===== src/rtl/uart_tx_scheduler.sv =====
// Shares the UART transmitter between a buffered echo-data stream and rate-change acknowledgements.
// A rate change waits for the bytes queued before it to leave and for the line to go idle.
module uart_tx_scheduler #(
  parameter int DEPTH  = 8,
  parameter int AW     = 3,
  parameter bit ACK_EN = 1'b1
) (
  input  logic       clk,
  input  logic       reset,
  input  logic [7:0] iData,
  input  logic       iWRen,
  input  logic       iRATE_REQ,
  input  logic [1:0] iRate,
  input  logic       iCLEAN,
  output logic [7:0] oTX_DATA,
  output logic       oTX_VALID,
  input  logic       iTX_READY,
  input  logic       iTX_IDLE,
  output logic [1:0] oRATE,
  output logic       oRATE_BUSY,
  output logic       oFULL,
  output logic       oEMPTY,
  output logic       oOVF
);

  typedef enum logic [2:0] {IDLE, SEND, DRAIN, APPLY, ACK0, ACK1, ACK2} state_e;

  localparam logic [AW:0] FullCount = (AW+1)'(DEPTH);

  state_e      state_q;
  logic [7:0]  mem_q [DEPTH];
  logic [AW-1:0] wrPtr_q, wrPtr_d, rdPtr_q, rdPtr_d;
  logic [AW:0] count_q, count_d, snap_q, snapAccept;
  logic [7:0]  txData_q;
  logic        txValid_q;
  logic [1:0]  rate_q, reqRate_q;
  logic        busy_q, ovf_q, cleanPend_q;
  logic        full, empty, txFire, flush, pop, wrEn, rateAccept;

  function automatic logic [7:0] rateChar(input logic [1:0] code);
    case (code)
      2'b00:   rateChar = 8'h31;
      2'b01:   rateChar = 8'h35;
      2'b10:   rateChar = 8'h41;
      default: rateChar = 8'h3F;
    endcase
  endfunction

  // The flush wins over a same-cycle write; snap excludes a byte popped on the latch cycle.
  always_comb begin
    full       = (count_q == FullCount);
    empty      = (count_q == '0);
    txFire     = txValid_q && iTX_READY;
    flush      = (state_q == IDLE) && cleanPend_q;
    pop        = ((state_q == IDLE) && !cleanPend_q && !busy_q && !empty) ||
                 ((state_q == DRAIN) && !txValid_q && (snap_q != '0));
    wrEn       = iWRen && !full && !flush;
    rateAccept = iRATE_REQ && !busy_q && (iRate != 2'b11);
    wrPtr_d    = flush ? '0 : wrPtr_q + AW'(wrEn);
    rdPtr_d    = flush ? '0 : rdPtr_q + AW'(pop);
    count_d    = flush ? '0 : count_q + (AW+1)'(wrEn) - (AW+1)'(pop);
    snapAccept = flush ? '0 : count_q - (AW+1)'(pop);
  end

  always_ff @(posedge clk) begin
    if (wrEn) mem_q[wrPtr_q] <= iData;
  end

  always_ff @(posedge clk) begin
    if (reset) begin
      state_q     <= IDLE;
      wrPtr_q     <= '0;
      rdPtr_q     <= '0;
      count_q     <= '0;
      snap_q      <= '0;
      txData_q    <= '0;
      txValid_q   <= 1'b0;
      rate_q      <= 2'b00;
      reqRate_q   <= 2'b00;
      busy_q      <= 1'b0;
      ovf_q       <= 1'b0;
      cleanPend_q <= 1'b0;
    end else begin
      wrPtr_q     <= wrPtr_d;
      rdPtr_q     <= rdPtr_d;
      count_q     <= count_d;
      cleanPend_q <= iCLEAN || (cleanPend_q && !flush);
      if (flush)
        ovf_q <= 1'b0;
      else if (iWRen && full)
        ovf_q <= 1'b1;

      case (state_q)
        IDLE: begin
          if (cleanPend_q) begin
            snap_q <= '0;
          end else if (busy_q) begin
            state_q <= DRAIN;
          end else if (!empty) begin
            txData_q  <= mem_q[rdPtr_q];
            txValid_q <= 1'b1;
            state_q   <= SEND;
          end
        end
        SEND: begin
          if (txFire) begin
            txValid_q <= 1'b0;
            state_q   <= IDLE;
          end
        end
        DRAIN: begin
          if (txValid_q) begin
            if (txFire) begin
              txValid_q <= 1'b0;
              snap_q    <= snap_q - 1'b1;
            end
          end else if (snap_q != '0) begin
            txData_q  <= mem_q[rdPtr_q];
            txValid_q <= 1'b1;
          end else begin
            state_q <= APPLY;
          end
        end
        APPLY: begin
          if (iTX_IDLE && !txValid_q) begin
            rate_q <= reqRate_q;
            if (ACK_EN) begin
              txData_q  <= 8'h52;
              txValid_q <= 1'b1;
              state_q   <= ACK0;
            end else begin
              busy_q  <= 1'b0;
              state_q <= IDLE;
            end
          end
        end
        ACK0: begin
          if (txFire) begin
            txData_q <= rateChar(rate_q);
            state_q  <= ACK1;
          end
        end
        ACK1: begin
          if (txFire) begin
            txData_q <= 8'h0A;
            state_q  <= ACK2;
          end
        end
        ACK2: begin
          if (txFire) begin
            txValid_q <= 1'b0;
            busy_q    <= 1'b0;
            state_q   <= IDLE;
          end
        end
        default: state_q <= IDLE;
      endcase

      // Acceptance needs busy low, so it never collides with the DRAIN/ACK updates above.
      if (rateAccept) begin
        busy_q    <= 1'b1;
        reqRate_q <= iRate;
        snap_q    <= snapAccept;
      end
    end
  end

  assign oTX_DATA   = txData_q;
  assign oTX_VALID  = txValid_q;
  assign oRATE      = rate_q;
  assign oRATE_BUSY = busy_q;
  assign oFULL      = full;
  assign oEMPTY     = empty;
  assign oOVF       = ovf_q;

endmodule

===== config.mk =====
export PLATFORM = sky130hd
export DESIGN_NAME = uart_tx_scheduler
export DESIGN_NICKNAME = d
export VERILOG_FILES = /design/src/rtl/uart_tx_scheduler.sv
export SDC_FILE = /design/constraint.sdc
export NUM_CORES = 1
export LEC_CHECK = 0
export ABC_AREA = 1
export CORE_MARGIN = 2
export CORE_UTILIZATION = 53
export CTS_CLUSTER_SIZE = 40
export DETAILED_ROUTE_END_ITERATION = 16
export HOLD_SLACK_MARGIN = 0.06
export PLACE_DENSITY = 0.8
export SETUP_SLACK_MARGIN = 0.4
export SLEW_MARGIN = 0
export SYNTH_ARGS = -nofsm -noshare
export SYNTH_HDL_FRONTEND = slang
export SYNTH_SLANG_ARGS = --single-unit

===== constraint.sdc =====
create_clock -name clk -period 2.5 [get_ports clk]
set_input_delay 0.25 -clock clk [delete_from_list [all_inputs] [get_ports clk]]
set_output_delay 0.25 -clock clk [all_outputs]
set_load 0.01 [all_outputs]

# Word level (Yosys, flattened, before mapping)
# Memory sizes are Yosys's and may differ from the RTL's. A register that Yosys moved wholly into a read port is not among the register bits.
# Cells that the tools add are included.
classes:
  add_sub_neg: 6
  eq_ne: 24
  mux: 40
  n_reduce_logical: 39
op_table:
  columns: ["operator", "count"]
  rows:
  - ["8-bit two-way mux", 8]
  - ["8-bit one-hot mux with 5 select lines", 1]
  - ["3-bit two-way mux", 10]
  - ["7-bit one-hot mux with 3 select lines", 1]
  - ["4-bit two-way mux", 5]
  - ["2-bit != test, second input constant", 9]
  - ["3-bit one-hot mux with 6 select lines", 1]
  - ["1-bit logical AND", 14]
  - ["1-bit two-way mux", 12]
  - ["3-bit != test, second input constant", 4]
  - ["3-bit == test, second input constant", 3]
  - ["9-bit AND reduction", 1]
  - ["4-bit one-hot mux with 2 select lines", 1]
  - ["8-bit AND reduction", 1]
  - ["4-bit nonzero test", 2]
  - ["4-bit by 1-bit subtractor with 4-bit output", 2]
  - ["3-bit by 1-bit adder with 3-bit output", 2]
  - ["3-bit by 2-bit == test with 1-bit output, second input constant", 2]
  - ["1-bit zero test", 6]
  - ["6-bit AND reduction", 1]
  - ["5-bit nonzero test", 1]
  - ["4-bit by 1-bit adder with 4-bit output", 1]
  - ["4-bit == test, second input constant", 1]
  - ["4-bit zero test", 1]
  - ["other kinds (14)", 19]
totals:
  reg_bits: 33
  mem_bits_rw: 64
  out_inout_bits: 15
  n_memories: 1
memory_table:
  columns: ["memory", "words", "width", "rd", "rd_ports_with_merged_regs", "write_ports", "line", "source"]
  rows:
  - ["mem_q", 8, 8, 1, 1, 1, "31", "logic [7:0] mem_q [DEPTH];"]

# Longest topological paths before layout
depth:
  depth_word: 8
  depth_mapped: 12
  ltp_nobuf: 12

# Least setup slack after synthesis
# OpenSTA, ideal clock, no wires.
synth_timing:
  path_kind: "reg2reg"
  start: "register count_q[2]"
  end: "register count_q[2]"
  setup_ns: 0.127
  arrival_ns: 2.199
  required_time_ns: 2.373
  path_slack_ns: 0.174
  stages_incl_launch_ff: 13
  path_buffers: 0
  cell_sequence: "dfxtp_1 -> inv_1 -> ha_1 -> nand3_1 -> nand2_1 -> o32ai_1 -> ha_1 -> inv_1 -> ha_1 -> inv_1 -> fa_1 -> xnor2_1 -> nor2_1"
synth_between:
  elab_chain_len: 6
  elab_cells_between_ends: 10
  cone_classes: "add/sub: 2; eq/ne: 1; reduce/logical: 7"
synth_lines:
  columns: ["element", "line", "source"]
  rows:
  - ["start, declared", "33", "logic [AW:0] count_q, count_d, snap_q, snapAccept;"]
  - ["start signal, assigned", "86", "count_q <= count_d;"]
  - ["4-bit == test", "51", "full = (count_q == FullCount);"]
  - ["1-bit zero test", "57", "wrEn = iWRen && !full && !flush;"]
  - ["1-bit logical AND (2 in a row)", "57", null]
  - ["4-bit by 1-bit adder with 4-bit output", "61", "count_d = flush ? '0 : count_q + (AW+1)'(wrEn) - (AW+1)'(pop);"]
  - ["4-bit by 1-bit subtractor with 4-bit output (*)", "61", null]
# Mark *: on every way between the ends. The rest lies on a longest branch, timed or not.
# A chain may end at the register's enable or synchronous reset.

# Worst setup path in the final report
layout_timing:
  start: "register state_q[1]"
  end: "register count_q[1]"
layout_between:
  elab_chain_len: 6
  elab_cells_between_ends: 14
  cone_classes: "add/sub: 2; eq/ne: 1; reduce/logical: 11"
layout_lines:
  columns: ["element", "line", "source"]
  rows:
  - ["start, declared", "30", "state_e state_q;"]
  - ["start signal, assigned", "71", "state_q <= IDLE;"]
  - ["start signal, assigned", "98", "state_q <= DRAIN;"]
  - ["start signal, assigned", "102", "state_q <= SEND;"]
  - ["3-bit zero test", "54, 55", null]
  - ["1-bit logical AND, on equally long branches", "54, 55", null]
  - ["1-bit zero test or 1-bit logical AND (tied branches)", "57, 55", null]
  - ["1-bit logical AND, on equally long branches", "57, 55", null]
  - ["4-bit by 1-bit adder with 4-bit output or 1-bit logical OR (tied branches)", "61, 55", null]
  - ["4-bit by 1-bit subtractor with 4-bit output", "61", null]
# Parallel ways exist; a longest one is shown, timed or not.

==> flow_results.xml <==
<?xml version="1.0" encoding="UTF-8"?>
<metrics>
  <group name="status">
    <metric name="status" unit="">completed</metric>
  </group>
  <group name="clock_tree">
    <metric name="clock_tree.root_cell" unit="">sky130_fd_sc_hd__clkbuf_8</metric>
    <metric name="cts_made_buffers" unit="">9</metric>
    <metric name="h_tree_depth" unit="">3</metric>
    <metric name="post_cts_hold_buffer_count" unit="">0</metric>
    <metric name="tritoncts" unit="">yes</metric>
    <metric name="tritoncts_num_sinks" unit="">97</metric>
    <metric name="worstSkewPairLatency" unit="ns">0.36</metric>
    <metric name="clk_pin_slew" unit="ns">0.09</metric>
    <metric name="clk_path_buf_depth" unit="">2</metric>
  </group>
  <group name="floorplanning">
    <metric name="floorplan.die.width" unit="um">97.2</metric>
    <metric name="dieArea" unit="um^2">9450</metric>
    <metric name="initial_utilization" unit="">0.536</metric>
    <metric name="die_height" unit="um">97.2</metric>
    <metric name="std_cell_rows" unit="">34</metric>
    <metric name="core_region_area" unit="um^2">8590</metric>
    <metric name="num_io_pins" unit="">32</metric>
  </group>
  <group name="critical_path">
    <metric name="ff2ff_setup_slack" unit="ns">0.38</metric>
    <metric name="cp_data_required_time" unit="ns">2.73</metric>
    <metric name="critical_path.max_stage_delay" unit="ns">0.52</metric>
    <metric name="worstPathArrival" unit="ns">2.36</metric>
    <metric name="timing.critical_path.cells" unit="">nor2_4, nand2_4, o32ai_4, ha_4, inv_2, ha_4, inv_2, fa_2, nor2_1</metric>
    <metric name="r2r_end" unit="">count_q[1]$_SDFF_PP0_</metric>
    <metric name="critical_path_launch_point" unit="">state_q[1]$_SDFFE_PP0P_</metric>
    <metric name="worst_setup_path_end_kind" unit="">flop</metric>
    <metric name="worstSetupPathType" unit="">reg -&gt; reg</metric>
    <metric name="worstRegToRegCells" unit="">9</metric>
    <metric name="critPathMaxFanout" unit="">7</metric>
    <metric name="crit_slowest_cell" unit="">sky130_fd_sc_hd__fa_2</metric>
    <metric name="timing.rr.start" unit="">state_q[1]$_SDFFE_PP0P_</metric>
    <metric name="start_kind" unit="">flop</metric>
    <metric name="setup.worst_path.end" unit="">count_q[1]$_SDFF_PP0_</metric>
  </group>
  <group name="logic_synthesis">
    <metric name="synth_common_cells" unit="">111 x sky130_fd_sc_hd__nand2_1, 98 x sky130_fd_sc_hd__nor2_1, 64 x sky130_fd_sc_hd__edfxtp_1</metric>
    <metric name="synth.largest_area_cell" unit="">sky130_fd_sc_hd__edfxtp_1</metric>
    <metric name="synth_enable_flop_cells" unit="">64</metric>
    <metric name="postSynthNetCount" unit="">551</metric>
    <metric name="ys_seq_area_frac" unit="">0.561</metric>
    <metric name="synthesis.area_per_instance" unit="um^2">8.95</metric>
    <metric name="netlist_area_before_placement" unit="um^2">4610</metric>
    <metric name="synth_async_reset_ratio" unit="">0</metric>
    <metric name="synth-main-ff-cell" unit="">sky130_fd_sc_hd__edfxtp_1</metric>
    <metric name="synth_top_cell_area_share" unit="">0.417</metric>
    <metric name="yosys.cell_count.top_type" unit="">sky130_fd_sc_hd__nand2_1</metric>
    <metric name="ys_top_cells_by_area" unit="">sky130_fd_sc_hd__edfxtp_1 42%, sky130_fd_sc_hd__dfxtp_1 14%, sky130_fd_sc_hd__nand2_1 9.0%</metric>
    <metric name="yosys_warnings" unit="">0</metric>
    <metric name="synth_seq_cells" unit="">97</metric>
    <metric name="synthCells" unit="">515</metric>
    <metric name="post_synthesis_cell_type_count" unit="">33</metric>
  </group>
  <group name="flow_run">
    <metric name="drv_cap" unit="">0</metric>
  </group>
  <group name="sta">
    <metric name="tightest_slew" unit="ns">0.501</metric>
    <metric name="timing.max_slew.rel_slack" unit="">0.665</metric>
    <metric name="finalClockSkew" unit="ns">0.00993</metric>
    <metric name="rsz0062_at_grt" unit="">true</metric>
    <metric name="fmaxAchievable" unit="MHz">471</metric>
    <metric name="timing.final.crit_period" unit="ns">2.12</metric>
    <metric name="final.period_utilization" unit="">0.849</metric>
    <metric name="setup_viol" unit="">0</metric>
    <metric name="drv_slew" unit="">0</metric>
    <metric name="setup_tns" unit="ns">0</metric>
    <metric name="final_hold_viol_count" unit="">0</metric>
  </group>
  <group name="drt">
    <metric name="antenna_left" unit="">0</metric>
    <metric name="firstDrtPassIters" unit="">4</metric>
    <metric name="detailedRoute.firstIterationViolations" unit="">277</metric>
    <metric name="total_vias_in_the_final_route" unit="">3590</metric>
    <metric name="wirelength" unit="mm">10.2</metric>
    <metric name="drt_drc_violations_left" unit="">0</metric>
    <metric name="vias_per_cell" unit="">5.25</metric>
    <metric name="drt-wirelength-per-cell" unit="um">14.9</metric>
  </group>
  <group name="power_and_ir_drop">
    <metric name="p_seq_frac" unit="">0.374</metric>
    <metric name="clock_power_share" unit="">0.181</metric>
    <metric name="combPwrFrac" unit="">0.445</metric>
    <metric name="irDropWorstVdd" unit="uV">590</metric>
    <metric name="power.switching_fraction" unit="">0.388</metric>
    <metric name="cellPowerDensity" unit="nW/um^2">1000</metric>
    <metric name="p_leak" unit="uW">0.00225</metric>
    <metric name="sw_power" unit="uW">2160</metric>
    <metric name="cell_internal_pwr" unit="uW">3400</metric>
  </group>
  <group name="grt">
    <metric name="first_global_vias" unit="">3529</metric>
    <metric name="grt.total_usage" unit="">0.224</metric>
    <metric name="maximum_number_of_pins_on_one_net_before_global_route_repair" unit="">33</metric>
    <metric name="globalRouteOverflowTotal" unit="">0</metric>
    <metric name="first_pass_grt_wire_length" unit="mm">16.8</metric>
    <metric name="grt_antenna_before_repair" unit="">0</metric>
  </group>
  <group name="place">
    <metric name="gp_routability_congestion" unit="">1.01</metric>
    <metric name="dpl_cell_area" unit="um^2">5130</metric>
    <metric name="dp.final_hpwl" unit="mm">6.79</metric>
    <metric name="numPortBuffers" unit="">31</metric>
  </group>
  <group name="cells_and_area">
    <metric name="multi_input_comb_area" unit="um^2">1880</metric>
    <metric name="insertedDiodeCount" unit="">0</metric>
    <metric name="flow.area_growth_from_synthesis" unit="%">20.5</metric>
    <metric name="final_net_count" unit="">607</metric>
    <metric name="fraction_of_final_layout_cells_sized_beyond_drive_strength_1" unit="">0.167</metric>
    <metric name="fillCellCount" unit="">688</metric>
    <metric name="finalInstanceArea" unit="um^2">5550</metric>
    <metric name="area.sequential" unit="um^2">2600</metric>
  </group>
  <group name="worst_hold_path">
    <metric name="min_delay_path_depth" unit="">2</metric>
    <metric name="holdCritPathClass" unit="">reg -&gt; reg</metric>
  </group>
</metrics>
==> worst min-delay path by stage <==
stage,from,endpoint,slack [ns]
2_1_floorplan,iData[0],mem_q[0][0]$_DFFE_PP_,0.35
3_3_place_gp,oOVF$_SDFFE_PP0P_,oOVF$_SDFFE_PP0P_,0.44
3_5_place_dp,oTX_DATA[5]$_SDFFE_PP0P_,oTX_DATA[5]$_SDFFE_PP0P_,0.46
4_1_cts,oTX_DATA[5]$_SDFFE_PP0P_,oTX_DATA[5]$_SDFFE_PP0P_,0.48
5_1_grt,oTX_DATA[5]$_SDFFE_PP0P_,oTX_DATA[5]$_SDFFE_PP0P_,0.51
6_report,oOVF$_SDFFE_PP0P_,oOVF$_SDFFE_PP0P_,0.47
==> area by class of cell <==
class	instances	area share
Sequential cell	97	0.468
Clock buffer	10	0.0230
Timing Repair Buffer	60	0.0952
Multi-Input combinational cell	349	0.339
Tap cell	108	0.0244
Inverter	54	0.0381
Clock inverter	6	0.0120
==> per-stage QoR <==
stage / utilization / total power [uW] / cells / hold WS [ns] / worst slack, ns
6_report: 0.646 / 5560 / 684 / 0.470 / 0.377
5_1_grt: 0.646 / 5960 / 684 / 0.508 / 0.278
4_1_cts: 0.642 / 5500 / 682 / 0.479 / 0.382
3_5_place_dp: 0.597 / 4290 / 653 / 0.464 / 0.140
3_3_place_gp: 0.597 / 4220 / 653 / 0.439 / 0.281
2_1_floorplan: - / 3690 / 515 / 0.349 / 0.324
==> metal layers <==
metal / GRT usage / vias up / part of all wire
met4: 0.104 / 0 / 0.024
met2: 0.377 / 114 / 0.49
met5: 0 / - / 0
met3: 0.0331 / 26 / 0.049
met1: 0.286 / 1654 / 0.44
li1: - / 1796 / -
==> worst max-delay path, delay by kind of cell, from the launching register on <==
kind | cells | cell delay (ns)
buf+inv | 2 | 0.10
simple gates | 3 | 0.28
flops | 1 | 0.38
compound gates | 1 | 0.36
fa+ha+maj | 3 | 0.90
==> what timing repair did <==
action,in CTS,in global routing
buffers inserted,13,2
endpoints found under the setup margin,4,7
gates resized for setup,22,8
pin swaps,14,3
==> placed cells by master, fill, tap and decap left out, drive strengths merged <==
| cell type | count |
|---|---|
| nor2 | 108 |
| o22ai | 5 |
| fa | 1 |
| a21oi | 12 |
| nand4 | 1 |
| o21bai | 1 |
| o32ai | 1 |
| a21boi | 1 |
| o21ai | 33 |
| xor2 | 1 |
| clkinvlp | 1 |
| o211ai | 2 |
| or2 | 2 |
| clkinv | 4 |
| bufinv | 1 |
| clkdlybuf4s50 | 31 |
| xnor2 | 4 |
| nor3 | 1 |
| buf | 29 |
| clkbuf | 10 |
| ha | 18 |
| nand2 | 113 |
| inv | 54 |
| dfxtp | 33 |
| edfxtp | 64 |
| nand3 | 45 |
==> power groups by stage <==
stage / registers [uW] / clock network [uW] / logic [uW]
2_1_floorplan: 2080 / 0 / 1610
3_3_place_gp: 2090 / 0 / 2130
3_5_place_dp: 2100 / 0 / 2190
4_1_cts: 2080 / 1030 / 2400
5_1_grt: 2110 / 1090 / 2760
6_report: 2080 / 1010 / 2470
==> registers in the layout (all words and copies together) (netlist names) <==
register / cells
wrPtr_q: 3
mem_q: 64
oRATE: 2
oRATE_BUSY: 1
count_q: 4
rdPtr_q: 3
cleanPend_q: 1
snap_q: 4
oOVF: 1
reqRate_q: 2
oTX_VALID: 1
state_q: 3
oTX_DATA: 8
==> cell families after synthesis <==
logic type | share of synthesized area
AOI/OAI and AO/OA | 0.0649
and+or+nand+nor | 0.251
DFF | 0.561
xor gates and xnor gates | 0.00951
buffers and inverters | 0.0608
adders and majority gates | 0.0532
Power figures use the tool's default switching activity.
